### src/rtl/multicycle_control_pkg.sv
// Shared types and constants for the multicycle controller and its watchdog.
package multicycle_control_pkg;

  typedef enum logic [2:0] {
    S_IDLE   = 3'd0,
    S_FETCH  = 3'd1,
    S_DECODE = 3'd2,
    S_EXEC   = 3'd3,
    S_MEM    = 3'd4,
    S_WB     = 3'd5,
    S_ERROR  = 3'd6
  } state_t;

  localparam logic [1:0] PC_SRC_SEQ    = 2'b00;
  localparam logic [1:0] PC_SRC_BRANCH = 2'b01;
  localparam logic [1:0] PC_SRC_JUMP   = 2'b10;

  localparam logic [5:0] OP_JAL = 6'h03;
  localparam logic [5:0] OP_BNE = 6'h05;

  typedef struct packed {
    logic       regwrite;
    logic       memread;
    logic       memwrite;
    logic       branch;
    logic       jump;
    logic [5:0] opcode;
  } dec_t;

endpackage

### src/rtl/multicycle_control_watchdog.sv
// Memory-wait watchdog: counts stalled cycles and flags when the limit is reached.
module mc_watchdog #(
  parameter int TIMEOUT = 16
) (
  input  logic clk,
  input  logic rst_n,
  input  logic clear,
  input  logic enable,
  output logic expired
);

  localparam int CW = $clog2(TIMEOUT + 1);

  logic [CW-1:0] cnt;

  // expired is combinational so the controller can leave on the last waiting cycle
  assign expired = enable && (cnt >= CW'(TIMEOUT - 1));

  always_ff @(posedge clk or negedge rst_n) begin
    if (!rst_n) begin
      cnt <= '0;
    end else if (clear) begin
      cnt <= '0;
    end else if (enable && !expired) begin
      cnt <= cnt + CW'(1);
    end
  end

endmodule

### src/rtl/multicycle_control.sv
// Multicycle CPU control FSM: fetch/decode/execute/memory/write-back sequencing.
module multicycle_control
  import multicycle_control_pkg::*;
#(
  parameter int MEM_TIMEOUT = 16,
  parameter int CNT_W       = 32
) (
  input  logic             clk,
  input  logic             rst_n,
  input  logic             start,
  input  logic             halt_req,
  input  logic             mem_ready,
  input  logic             dec_regwrite,
  input  logic             dec_memread,
  input  logic             dec_memwrite,
  input  logic             dec_branch,
  input  logic             dec_jump,
  input  logic [5:0]       dec_opcode,
  input  logic             alu_zero,
  output logic             mem_req,
  output logic             mem_we,
  output logic             mem_sel,
  output logic             ir_load,
  output logic             pc_write,
  output logic [1:0]       pc_src,
  output logic             rf_we,
  output logic             rf_link,
  output logic             wb_sel,
  output logic             busy,
  output logic             error,
  output logic [2:0]       state,
  output logic [CNT_W-1:0] instr_count
);

  state_t cur, nxt;
  dec_t   dec_q;
  logic   retire;
  logic   waiting;
  logic   wd_clear, wd_en, wd_expired;

  // The watchdog restarts whenever a request completes or no request is pending
  assign waiting  = (cur == S_FETCH) || (cur == S_MEM);
  assign wd_en    = waiting && !mem_ready;
  assign wd_clear = !waiting || mem_ready;

  mc_watchdog #(.TIMEOUT(MEM_TIMEOUT)) u_watchdog (
    .clk     (clk),
    .rst_n   (rst_n),
    .clear   (wd_clear),
    .enable  (wd_en),
    .expired (wd_expired)
  );

  assign state = cur;
  assign busy  = (cur != S_IDLE) && (cur != S_ERROR);
  assign error = (cur == S_ERROR);

  always_comb begin
    nxt      = cur;
    retire   = 1'b0;
    mem_req  = 1'b0;
    mem_we   = 1'b0;
    mem_sel  = 1'b0;
    ir_load  = 1'b0;
    pc_write = 1'b0;
    pc_src   = PC_SRC_SEQ;
    rf_we    = 1'b0;
    rf_link  = 1'b0;
    wb_sel   = 1'b0;
    case (cur)
      S_IDLE: if (start) nxt = S_FETCH;
      S_FETCH: begin
        mem_req = 1'b1;
        if (mem_ready) begin
          ir_load  = 1'b1;
          pc_write = 1'b1;
          nxt      = S_DECODE;
        end else if (wd_expired) begin
          nxt = S_ERROR;
        end
      end
      S_DECODE: nxt = S_EXEC;
      S_EXEC: begin
        if (dec_q.jump) begin
          pc_write = 1'b1;
          pc_src   = PC_SRC_JUMP;
          rf_we    = (dec_q.opcode == OP_JAL);
          rf_link  = (dec_q.opcode == OP_JAL);
          retire   = 1'b1;
        end else if (dec_q.branch) begin
          pc_write = alu_zero ^ (dec_q.opcode == OP_BNE);
          pc_src   = PC_SRC_BRANCH;
          retire   = 1'b1;
        end else if (dec_q.memread || dec_q.memwrite) begin
          nxt = S_MEM;
        end else if (dec_q.regwrite) begin
          nxt = S_WB;
        end else begin
          retire = 1'b1;
        end
      end
      S_MEM: begin
        mem_req = 1'b1;
        mem_sel = 1'b1;
        mem_we  = dec_q.memwrite;
        if (mem_ready) begin
          if (dec_q.memread) nxt = S_WB;
          else               retire = 1'b1;
        end else if (wd_expired) begin
          nxt = S_ERROR;
        end
      end
      S_WB: begin
        rf_we  = 1'b1;
        wb_sel = dec_q.memread;
        retire = 1'b1;
      end
      S_ERROR: nxt = S_ERROR;
      default: nxt = S_ERROR;
    endcase
    if (retire) nxt = halt_req ? S_IDLE : S_FETCH;
  end

  always_ff @(posedge clk or negedge rst_n) begin
    if (!rst_n) begin
      cur         <= S_IDLE;
      instr_count <= '0;
      dec_q       <= '0;
    end else begin
      cur <= nxt;
      if (retire) instr_count <= instr_count + CNT_W'(1);
      if (cur == S_DECODE)
        dec_q <= '{regwrite: dec_regwrite, memread: dec_memread, memwrite: dec_memwrite,
                   branch: dec_branch, jump: dec_jump, opcode: dec_opcode};
    end
  end

endmodule

### config.mk
export PLATFORM = sky130hd
export DESIGN_NAME = multicycle_control
export DESIGN_NICKNAME = d
export VERILOG_FILES = /design/src/rtl/multicycle_control_pkg.sv /design/src/rtl/multicycle_control_watchdog.sv /design/src/rtl/multicycle_control.sv
export SDC_FILE = /design/constraint.sdc
export NUM_CORES = 1
export LEC_CHECK = 0
export CAP_MARGIN = 20
export CORE_MARGIN = 10
export CORE_UTILIZATION = 45
export CTS_CLUSTER_DIAMETER = 120
export DETAILED_ROUTE_END_ITERATION = 16
export GPL_TIMING_DRIVEN = 0
export PLACE_DENSITY_LB_ADDON = 0.1
export SYNTH_ARGS = -nofsm -noshare
export SYNTH_HDL_FRONTEND = slang
export SYNTH_SLANG_ARGS = --single-unit
### constraint.sdc
create_clock -name clk -period 2.4 [get_ports clk]
set_input_delay 0.24 -clock clk [delete_from_list [all_inputs] [get_ports clk]]
set_output_delay 0.24 -clock clk [all_outputs]
set_load 0.05 [all_outputs]
=== Word level (Yosys, flattened, before mapping) ===
Cells that the tools add are included.

* Mux-type cells: 36
* $add $sub $neg: 2
* Equality and inequality tests: 15
* Reduce and logical (&&, ||, !) cells: 15
* Bitwise operators: 1
* $lt $le $gt $ge: 1

{| class="wikitable"
|+ Operator list
! kind !! count
|-
| $add A32 B1 Y32 const B || 1
|-
| $mux W3 || 10
|-
| $mux W1 || 18
|-
| $pmux W3 S6 || 1
|-
| $ne A3 B3 Y1 const B || 4
|-
| $mux W5 || 2
|-
| $eq A3 B3 Y1 const B || 3
|-
| $ne A4 B4 Y1 const B || 2
|-
| $eq A3 B2 Y1 const B || 2
|-
| $eq A6 B2 Y1 const B || 1
|-
| $eq A6 B3 Y1 const B || 1
|-
| $reduce_and A6 Y1 || 1
|-
| $add A5 B1 Y5 const B || 1
|-
| $ge A5 B4 Y1 const B || 1
|-
| $logic_and A1 B1 Y1 || 4
|-
| $mux W2 || 2
|-
| $pmux W1 S2 || 2
|-
| $eq A3 B1 Y1 const B || 1
|-
| $logic_not A1 Y1 || 3
|-
| $logic_not A3 Y1 || 1
|-
| $logic_or A1 B1 Y1 || 3
|-
| $pmux W1 S3 || 1
|-
| $reduce_bool A3 Y1 || 1
|-
| $ne A2 B2 Y1 const B || 1
|-
| other kinds (3) || 3
|}

* Output and inout port bits: 47
* Register bits: 51
* Bits of input ports: 17
* Word-level logic and storage cells: 79

=== Depth between registers and ports, before layout ===
Gate-level depths: netlist of run 1.

* Depth in word-level cells: 8
* Mapped depth: 9
* Mapped depth without buffers: 8

=== Modules after synthesis ===
Synthesis of run 1 repeated with hierarchy kept, for this count alone.

* Cell total of the unflattened synthesis: 238
* Area, all modules: 2606.2 µm²

{| class="wikitable"
|+ Modules (own cells, without submodules)
! module !! area an instance (µm²) !! sequential area each (µm²) !! instances !! cells each
|-
| multicycle_control || 2289.7 || 1151.1 || 1 || 211
|-
| mc_watchdog || 316.6 || 125.1 || 1 || 27
|}

=== Worst setup path after synthesis of run 1 ===
Ideal clock, no wire load.

* Path kind: flip-flop to output port
* From: reg cur[1], in the netlist state[1]
* To: out rf_we
* Buffers on the path: 1
* Stages on the path, launching flop included: 6
* Data required time: 2160 ps
* Data arrival time: 2865 ps
* Slack: -705 ps
* Path through: dfrtp_1 buf_2 nand3b_1 nor2_1 and4b_1 a21o_1

* Longest elaborated chain between the ends: 2
* Elaborated cells on any way between the ends: 3
* Classes of those cells: eq/ne: 2; mux: 1

{| class="wikitable"
|+ RTL lines
! item !! RTL line !! source
|-
| start, declared || multicycle_control.sv:35 || <nowiki>state_t cur, nxt;</nowiki>
|-
| start signal, assigned || multicycle_control.sv:130 || <nowiki>cur <= nxt;</nowiki>
|-
| $eq A3 B3 Y1 / $eq A3 B2 Y1 (equally long branches) || multicycle_control.sv:70 || <nowiki>case (cur)</nowiki>
|-
| $pmux W1 S2 * || multicycle_control.sv:70 ||
|-
| end, declared || multicycle_control.sv:26 || <nowiki>output logic rf_we,</nowiki>
|}

Mark *: on every way between the ends. The rest lies on a longest branch, timed or not.

=== Worst setup path in the final report of run 1 ===
Same ends and word-level chain as after synthesis.

==> results of run 1 <==
==> worst max-delay path by stage <==
stage | end | slack, ps | depth (start not counted)
after global placement | instr_count[21] | -460 | 1
final | rf_we | 170 | 6
after CTS | pc_write | 7 | 6
after detailed placement | rf_we | -10 | 6
after global routing | rf_we | 10 | 6
after floorplan | pc_src[0] | -190 | 3
==> flip-flops by register name, summed over array words and instances (netlist names) <==
register,cells
instr_count,32
u_watchdog.cnt,5
dec_q,11
state,3
==> synth_stat cells, drive strengths merged, types with 2 or more instances <==
cell / n
or2: 2
or3: 2
and3: 5
xor2: 15
nor4: 3
nand2b: 3
inv: 8
nand2: 18
o2111ai: 3
nor2b: 3
dfrtp: 51
a211oi: 2
mux2: 10
nor2: 22
ha: 3
clkbuf: 4
o21ai: 5
and2: 3
nand3b: 2
a21oi: 7
a21o: 2
nor3: 9
o211a: 2
xnor2: 19
buf: 2
nand3: 14
nand4: 5
nor3b: 2
==> power by group through the flow <==
stage	clock, mW	combinational (mW)	sequential, mW
after global placement	0	0.0488	0.876
final	0.534	0.0517	0.858
after CTS	0.553	0.0535	0.858
after global routing	0.586	0.0577	0.859
after detailed placement	0	0.0523	0.876
after floorplan	0	0.00394	0.876
==> cell type report <==
class / count / area [µm²] / share of cell area [%]
Buffer: 6 / 25.02 / 0.7383
Clock buffer: 8 / 100.1 / 2.953
Inverter: 8 / 30.03 / 0.8859
Multi-Input combinational cell: 171 / 1217 / 35.92
Sequential cell: 51 / 1276 / 37.65
Tap cell: 72 / 90.09 / 2.658
Timing Repair Buffer: 66 / 650.6 / 19.20
==> metrics by stage <==
step / instance area, µm² / util, % / instances / hold slack [ps] / TNS [ps]
floorplan: 2549 / - / 236 / -55.59 / -501.2
global placement: 3269 / 59.74 / 371 / 461.6 / -23530
detailed placement: 3284 / 60.01 / 372 / 227.6 / -10.34
CTS: 3385 / 61.84 / 381 / 424.0 / 0
global route: 3390 / 61.93 / 382 / 460.8 / 0
finish: 3390 / 61.93 / 382 / 425.2 / 0
==> cell families (layout without fill, tap and decap cells) <==
| group | after synthesis | after routing | synth area share (%) |
|---|---|---|---|
| flops | 51 | 51 | 50.35 |
| fa+ha+maj | 3 | 3 | 1.481 |
| mux | 11 | 11 | 4.837 |
| compound gates | 27 | 27 | 8.392 |
| buf+inv | 14 | 88 | 2.172 |
| xor+xnor | 34 | 34 | 12.04 |
| simple gates | 96 | 96 | 20.73 |
==> layer usage <==
layer  share of wire, %  wire [µm]
met1                 44       2511
met5                  0          0
met3                7.4        425
met2                 48       2734
met4                1.0         58
==> timing repair <==
item,4_1_cts,5_1_grt
endpoints found under the hold margin,19,0
buffers inserted,0,1
endpoints found under the setup margin,10,6
gates resized for setup,12,6
hold buffers,1,0
==> flow_summary.ini, run 1 <==
[pwr]
clkPwrFrac_pct = 37.0
pwr-share-seq_pct = 59.4
p_int_mw = 1.150
power_leakage_nw = 1.606
p_per_area_nw_per_um2 = 426.0
total_power_mw = 1.444
switching_power_mw = 0.2940
peakVddDrop_uv = 354.4
power_frac_comb_pct = 3.6
p_sw_share_pct = 20.36

[timing]
fin_crit_sh_pct = 92.84
rsz0062_at_grt = false
worst_slack_ps = 171.8
finClkSkew_ps = 7.288
slew_headroom_pct = 64.35
drv_slew = 0
worst_pin_slew_ps = 533.9
finalSetupViolCount = 0
max_freq_mhz = 448.8
hold_viol_final = 0
fin_crit_ps = 2228

[critical_path]
crit_chain = buf_2 -> nand3b_1 -> nor2_4 -> and4b_2 -> a21o_1 -> clkdlybuf4s15_2
cpMaxStageDelayCell = dfrtp_1
end_kind = output port
arrival_ps = 1990
cp.required_ps = 2160
r2r_slack_ps = 360
reg2reg_depth = 7
cp_slowest_stage_delay_ps = 380
r2r-start = state[1]
cp-startpoint = state[1]
critical_path_class = flop to output port
critical-path-top-delay-family = simple AND/OR/NAND/NOR gates
crit_buf_inv = 2
crit_fanout = 10
r2r-end = instr_count[21]
crit_path_start_kind = flop

[final_layout]
area_growth_pct = 33.71
drive_gt1_share_pct = 13.23
antennaDiodeCount = 0
final_cell_mix = 51 x dfrtp_1, 50 x clkdlybuf4s50_1, 21 x nor2_1, 19 x xnor2_1, 18 x nand2_1
final_nets = 329
fillers = 486
mostFrequentLayoutCell = dfrtp_1

[synth]
synth_top_area_share_pct = 50.35
synthArstFlopShare_pct = 100.0
synthesis.nets = 256
synth.yosys.seq_area_share_pct = 50.35
synthTopCellsByArea = dfrtp_1 50%, xnor2_1 6.6%, xor2_1 4.8%, mux2_2 4.4%, nor2_1 3.3%
synth-edff-count = 0
syn-cell-area_um2 = 2535
synthCells = 236
synth_cell_types = 48
ys.flop_type = dfrtp_1
synth_area_per_cell_um2 = 10.74
synth-warning-count = 0
yosys_register_bits = 51
yosys.area.top_type = dfrtp_1

[floorplan]
die_x_um = 95.06
core-area_um2 = 5473
rows = 27
ios = 64
initial_core_util_pct = 46.32
dieArea_um2 = 9035
die_h_um = 95.06

[routing]
drt-vias-per-instance = 5.084
drt-total-wl_um = 5730
drc = 0
drt_iter0_markers = 78
dr.pass1.iters = 4
vias = 1942
drtAntennaViolNets = 0
avgRoutedWirePerCell_um = 15.00

[global_routing]
gr-usage-met1_pct = 16.30
met2_usage_pct = 20.82
grtUsageTotal_pct = 13.18
top_usage_layer = met2
grt_overflow = 0
antenna_found_initial = 0
grt_max_degree = 33
grt_pass1_vias = 1928
grt_pass1_wl_um = 9487
grt_util_met3_pct = 4.870

[clock_tree]
clockBufferDepth = 2
numCtsBuffers = 5
clk_pin_slew_ps = 90
cts.sinks = 51
cts_root_buffer = clkbuf_8
cts_tree = built
clock_latency_ps = 300
htreeDepth = 2

[run]
drv_cap = 0

[run_status]
status = completed

[placed_design]
dp.final_hpwl_um = 4520
pre_cts_ws_ps = -10.34
io_buffer_count = 63
gp_congestion = 0.7801

[hold_path]
hold_class = primary input to asynchronous set/reset pin
(Power assumes the default switching activity.)
==> run 2, diff against run 1 <==
Settings changed: CORE_ASPECT_RATIO set to 0.7, DONT_BUFFER_PORTS set to 1.
==> flow_summary.ini, run 2 (same netlist as run 1, synthesis figures left out) <==
[run_status]
status = completed

[routing]
dr.pass1.iters = 4
drtAntennaViolNets = 0
avgRoutedWirePerCell_um = 17.63
drc = 0
drt-vias-per-instance = 5.421
drt-total-wl_um = 5696
drt_iter0_markers = 65
vias = 1751

[clock_tree]
htreeDepth = 2
clockBufferDepth = 2
cts_root_buffer = clkbuf_8
numCtsBuffers = 5
cts.sinks = 51
cts_tree = built
clock_latency_ps = 300
clk_pin_slew_ps = 90

[floorplan]
die_x_um = 109.7
dieArea_um2 = 9083
die_h_um = 82.80
rows = 22
ios = 64
core-area_um2 = 5340
initial_core_util_pct = 47.47

[final_layout]
largest_register_ff_count = 32
seq_area_um2 = 1290
fin_cells = 323
final_cell_mix = 42 x dfrtp_1, 21 x nor2_1, 19 x xnor2_1, 18 x nand2_1
final_nets = 270
drive_gt1_share_pct = 23.51
top_register = instr_count
reg_top3 = instr_count (32), dec_q (11), u_watchdog.cnt (5)
fillers = 484
mostFrequentLayoutCell = dfrtp_1
multi_input_area_um2 = 1274
area_growth_pct = 15.99
antennaDiodeCount = 0

[timing]
worst_pin_slew_ps = 850.5
finClkSkew_ps = 4.477
fin_crit_sh_pct = 99.85
finalSetupViolCount = 0
hold_viol_final = 0
drv_slew = 0
whs_ps = 31.78
fin_crit_ps = 2396
rsz0062_at_grt = true
max_freq_mhz = 417.3
fin_tns_setup_ps = 0
slew_headroom_pct = 43.05
worst_slack_ps = 3.711

[global_routing]
grt_pass1_vias = 1708
grtUsageTotal_pct = 13.15
grt_pass1_wl_um = 9301
grt_overflow = 0
antenna_found_initial = 0
grt_max_degree = 52

[critical_path]
end_kind = output port
arrival_ps = 2160
crit_fanout = 4
crit_path_start_kind = flop
cp.required_ps = 2160
critical_path_class = flop to output port

[run]
drv_cap = 0

[placed_design]
dp.final_hpwl_um = 4250
gp_congestion = 0.7968
io_buffer_count = 0
dp.cells = 308
pre_cts_ws_ps = -388.8

[hold_path]
hold_class = primary input to flop

[pwr]
p_per_area_nw_per_um2 = 542.6
peakVddDrop_uv = 299.0
power_leakage_nw = 1.388
==> run 2: changes by cell type in the layout (fill, tap and decap cells not counted), moves of 2 or more <==
cell,before,now
clkdlybuf4s50_1,50,0
dfrtp_1,51,42
dfrtp_2,0,8
dlygate4sd2_1,7,0
buf_4,1,5
buf_2,3,1
bufinv_16,0,2
clkbuf_1,5,3
clkbuf_2,2,0
dlymetal6s2s_1,2,0
nor3b_1,2,0
==> run 2: layout make-up <==
cell class	instances	share of cell area, %
Multi-Input combinational cell	171	43.32
Clock buffer	5	2.340
Sequential cell	51	43.87
Tap cell	72	3.064
Inverter	8	1.021
Buffer	6	1.532
Timing Repair Buffer	7	2.553
Clock inverter	3	2.298
==> run 2: critical path, stage by stage (launching register included) <==
cell,delay (ps)
dfrtp_2,570
buf_8,150
nand3b_1,150
nor2_4,330
and4b_4,440
a21o_4,210
==> run 2: path summary, 6_finish.rpt <==
path                           startpoint              end  slack (ps)  cells after the start
setup reg to reg           instr_count[8]  instr_count[28]         210                      5
hold / removal                   halt_req         state[0]          30                      1
max in group asynchronous           rst_n   instr_count[9]        1700                      2
min in group asynchronous           rst_n   instr_count[7]         440                      2
hold reg to reg                  dec_q[4]         dec_q[4]         530                      1
setup / recovery                 state[1]            rf_we           4                      5
==> run 2: power by group <==
part           switching [mW]  internal, mW  leakage, nW  total, mW
registers                   0         0.858        0.669      0.858
logic                  0.0198       0.00792        0.654     0.0277
clock network           0.294         0.416       0.0644      0.709
total                   0.313          1.28         1.39       1.60
==> run 2: layer usage <==
layer / vias to the layer above / track usage, % / share of wire, %
li1: 842 / - / -
met5: - / 0 / 0
met1: 848 / 17.15 / 45
met3: 7 / 6.404 / 10
met2: 54 / 19.06 / 44
met4: 0 / 3.497 / 0.95
==> run 2: what timing repair did <==
| item | 4_1_cts | 5_1_grt |
|---|---|---|
| resized for setup | 17 | 10 |
| endpoints found under the hold margin | 51 | 0 |
| buffers inserted | 2 | 3 |
| hold buffers | 2 | 0 |
| gates cloned | 0 | 0 |
| endpoints found under the setup margin | 16 | 11 |
| pin swaps | 3 | 3 |
==> run 2: per-stage QoR <==
step / utilization [%] / power, mW / instance area [µm²]
after floorplan: - / 0.8798 / 2549
final: 55.06 / 1.595 / 2940
after CTS: 54.29 / 1.614 / 2899
after global routing: 55.06 / 1.664 / 2940
after global placement: 49.41 / 0.8800 / 2639
after detailed placement: 49.60 / 0.8801 / 2649
==> run 3, diff against run 2 <==
Settings changed: DONT_BUFFER_PORTS 1 to unset.
==> flow_summary.ini, run 3 (same netlist as run 1, synthesis figures left out) <==
[run_status]
status = completed

[placed_design]
io_buffer_count = 63
pre_cts_ws_ps = 22.73
placed_cell_area_um2 = 3284
gp_congestion = 0.8043
dp.final_hpwl_um = 4382

[routing]
drtAntennaViolNets = 0
drt_iter0_markers = 61
drt-vias-per-instance = 5.050
avgRoutedWirePerCell_um = 14.70
drc = 0
dr.pass1.iters = 4
drt-total-wl_um = 5601
vias = 1924

[global_routing]
grt_pass1_vias = 1835
grt_max_degree = 40
antenna_found_initial = 0
grtUsageTotal_pct = 13.14
grt_overflow = 0
grt_pass1_wl_um = 9473

[timing]
fin_crit_ps = 2268
hold_viol_final = 0
fin_tns_setup_ps = 0
drv_slew = 0
worst_slack_ps = 132.0
slew_headroom_pct = 65.38
finClkSkew_ps = 4.209
max_freq_mhz = 440.9
fin_crit_sh_pct = 94.50
finalSetupViolCount = 0
rsz0062_at_grt = false
worst_pin_slew_ps = 517.6
whs_ps = 354.6

[pwr]
pwr-share-seq_pct = 61.3
clkPwrFrac_pct = 35.0
switching_power_mw = 0.3111
power_frac_comb_pct = 3.7
p_sw_share_pct = 22.21
p_per_area_nw_per_um2 = 416.2
power_leakage_nw = 1.578
p_int_mw = 1.090
peakVddDrop_uv = 243.2

[clock_tree]
cts.sinks = 51
cts_root_buffer = clkbuf_8
clk_pin_slew_ps = 90
clockBufferDepth = 2
numCtsBuffers = 5
clock_latency_ps = 300
cts_tree = built
htreeDepth = 2

[final_layout]
mostFrequentLayoutCell = dfrtp_1
multi_input_area_um2 = 1217
antennaDiodeCount = 0
final_nets = 328
top_register = instr_count
area_growth_pct = 32.77
seq_area_um2 = 1276
drive_gt1_share_pct = 13.27
final_cell_mix = 51 x dfrtp_1, 50 x clkdlybuf4s50_1, 21 x nor2_1, 19 x xnor2_1, 18 x nand2_1
largest_register_ff_count = 32
reg_top3 = instr_count (32), dec_q (11), u_watchdog.cnt (5)
fillers = 464
finalInstanceArea_um2 = 3366

[floorplan]
die_h_um = 82.80
initial_core_util_pct = 47.47
rows = 22
core-area_um2 = 5340
dieArea_um2 = 9083
ios = 64
die_x_um = 109.7

[critical_path]
crit_fanout = 10
cp.required_ps = 2160
crit_path_start_kind = flop
arrival_ps = 2030
critical_path_class = flop to output port
end_kind = output port

[run]
drv_cap = 0

[hold_path]
hold_class = primary input to asynchronous set/reset pin
run 3: layout make-up:
type | count | area share (%)
Sequential cell | 51 | 37.92
Inverter | 8 | 0.8922
Multi-Input combinational cell | 171 | 36.17
Buffer | 6 | 0.7435
Timing Repair Buffer | 65 | 18.96
Tap cell | 72 | 2.677
Clock inverter | 3 | 0.5948
Clock buffer | 5 | 2.045
run 3: what timing repair did:
action                                  CTS  global route
pin swaps                                 0             0
resized for setup                        13             6
hold buffers                              1             0
hold endpoints to repair                 12             0
setup buffers                             0             0
endpoints found under the setup margin   11             3
run 3: per-layer routing:
metal / part of all wire, % / wire, µm / GRT usage, % / vias up
met5: 0 / 0 / 0 / -
met4: 0.77 / 43 / 3.109 / 0
met3: 6.5 / 364 / 4.784 / 5
met2: 43 / 2432 / 18.53 / 34
met1: 49 / 2761 / 18.62 / 922
li1: - / - / - / 963
run 3: critical path, stage by stage (launching register included):
cell and delay (ps):
dfrtp_1 370, buf_2 220, nand3b_1 280, nor2_4 160, and4b_2 250, a21o_1 80
clkdlybuf4s18_2 360
run 3: final timing paths:
path,start,slack [ps],cells after the start,end
worst min register to register,instr_count[31],470,1,instr_count[31]
max in group asynchronous,rst_n,1540,3,instr_count[8]
min in group clk,instr_count[31],470,1,instr_count[31]
worst max register to register,u_watchdog.cnt[0],300,9,state[2]
worst min-delay path,rst_n,350,2,u_watchdog.cnt[4]
worst max-delay path,state[1],130,6,rf_we
run 3: power by group through the flow:
stage | clock, mW | sequential, mW | combinational [mW]
after floorplan | 0 | 0.876 | 0.00394
after global placement | 0 | 0.876 | 0.0483
after detailed placement | 0 | 0.876 | 0.0522
after CTS | 0.503 | 0.858 | 0.0535
after global routing | 0.549 | 0.859 | 0.0575
final | 0.491 | 0.858 | 0.0515
run 3: through the flow:
stage | utilization (%) | cells | power (mW)
6_report | 63.03 | 381 | 1.401
5_1_grt | 63.03 | 381 | 1.466
4_1_cts | 63.14 | 381 | 1.415
3_5_place_dp | 61.50 | 372 | 0.9277
3_3_place_gp | 61.22 | 371 | 0.9240
2_1_floorplan | - | 236 | 0.8798
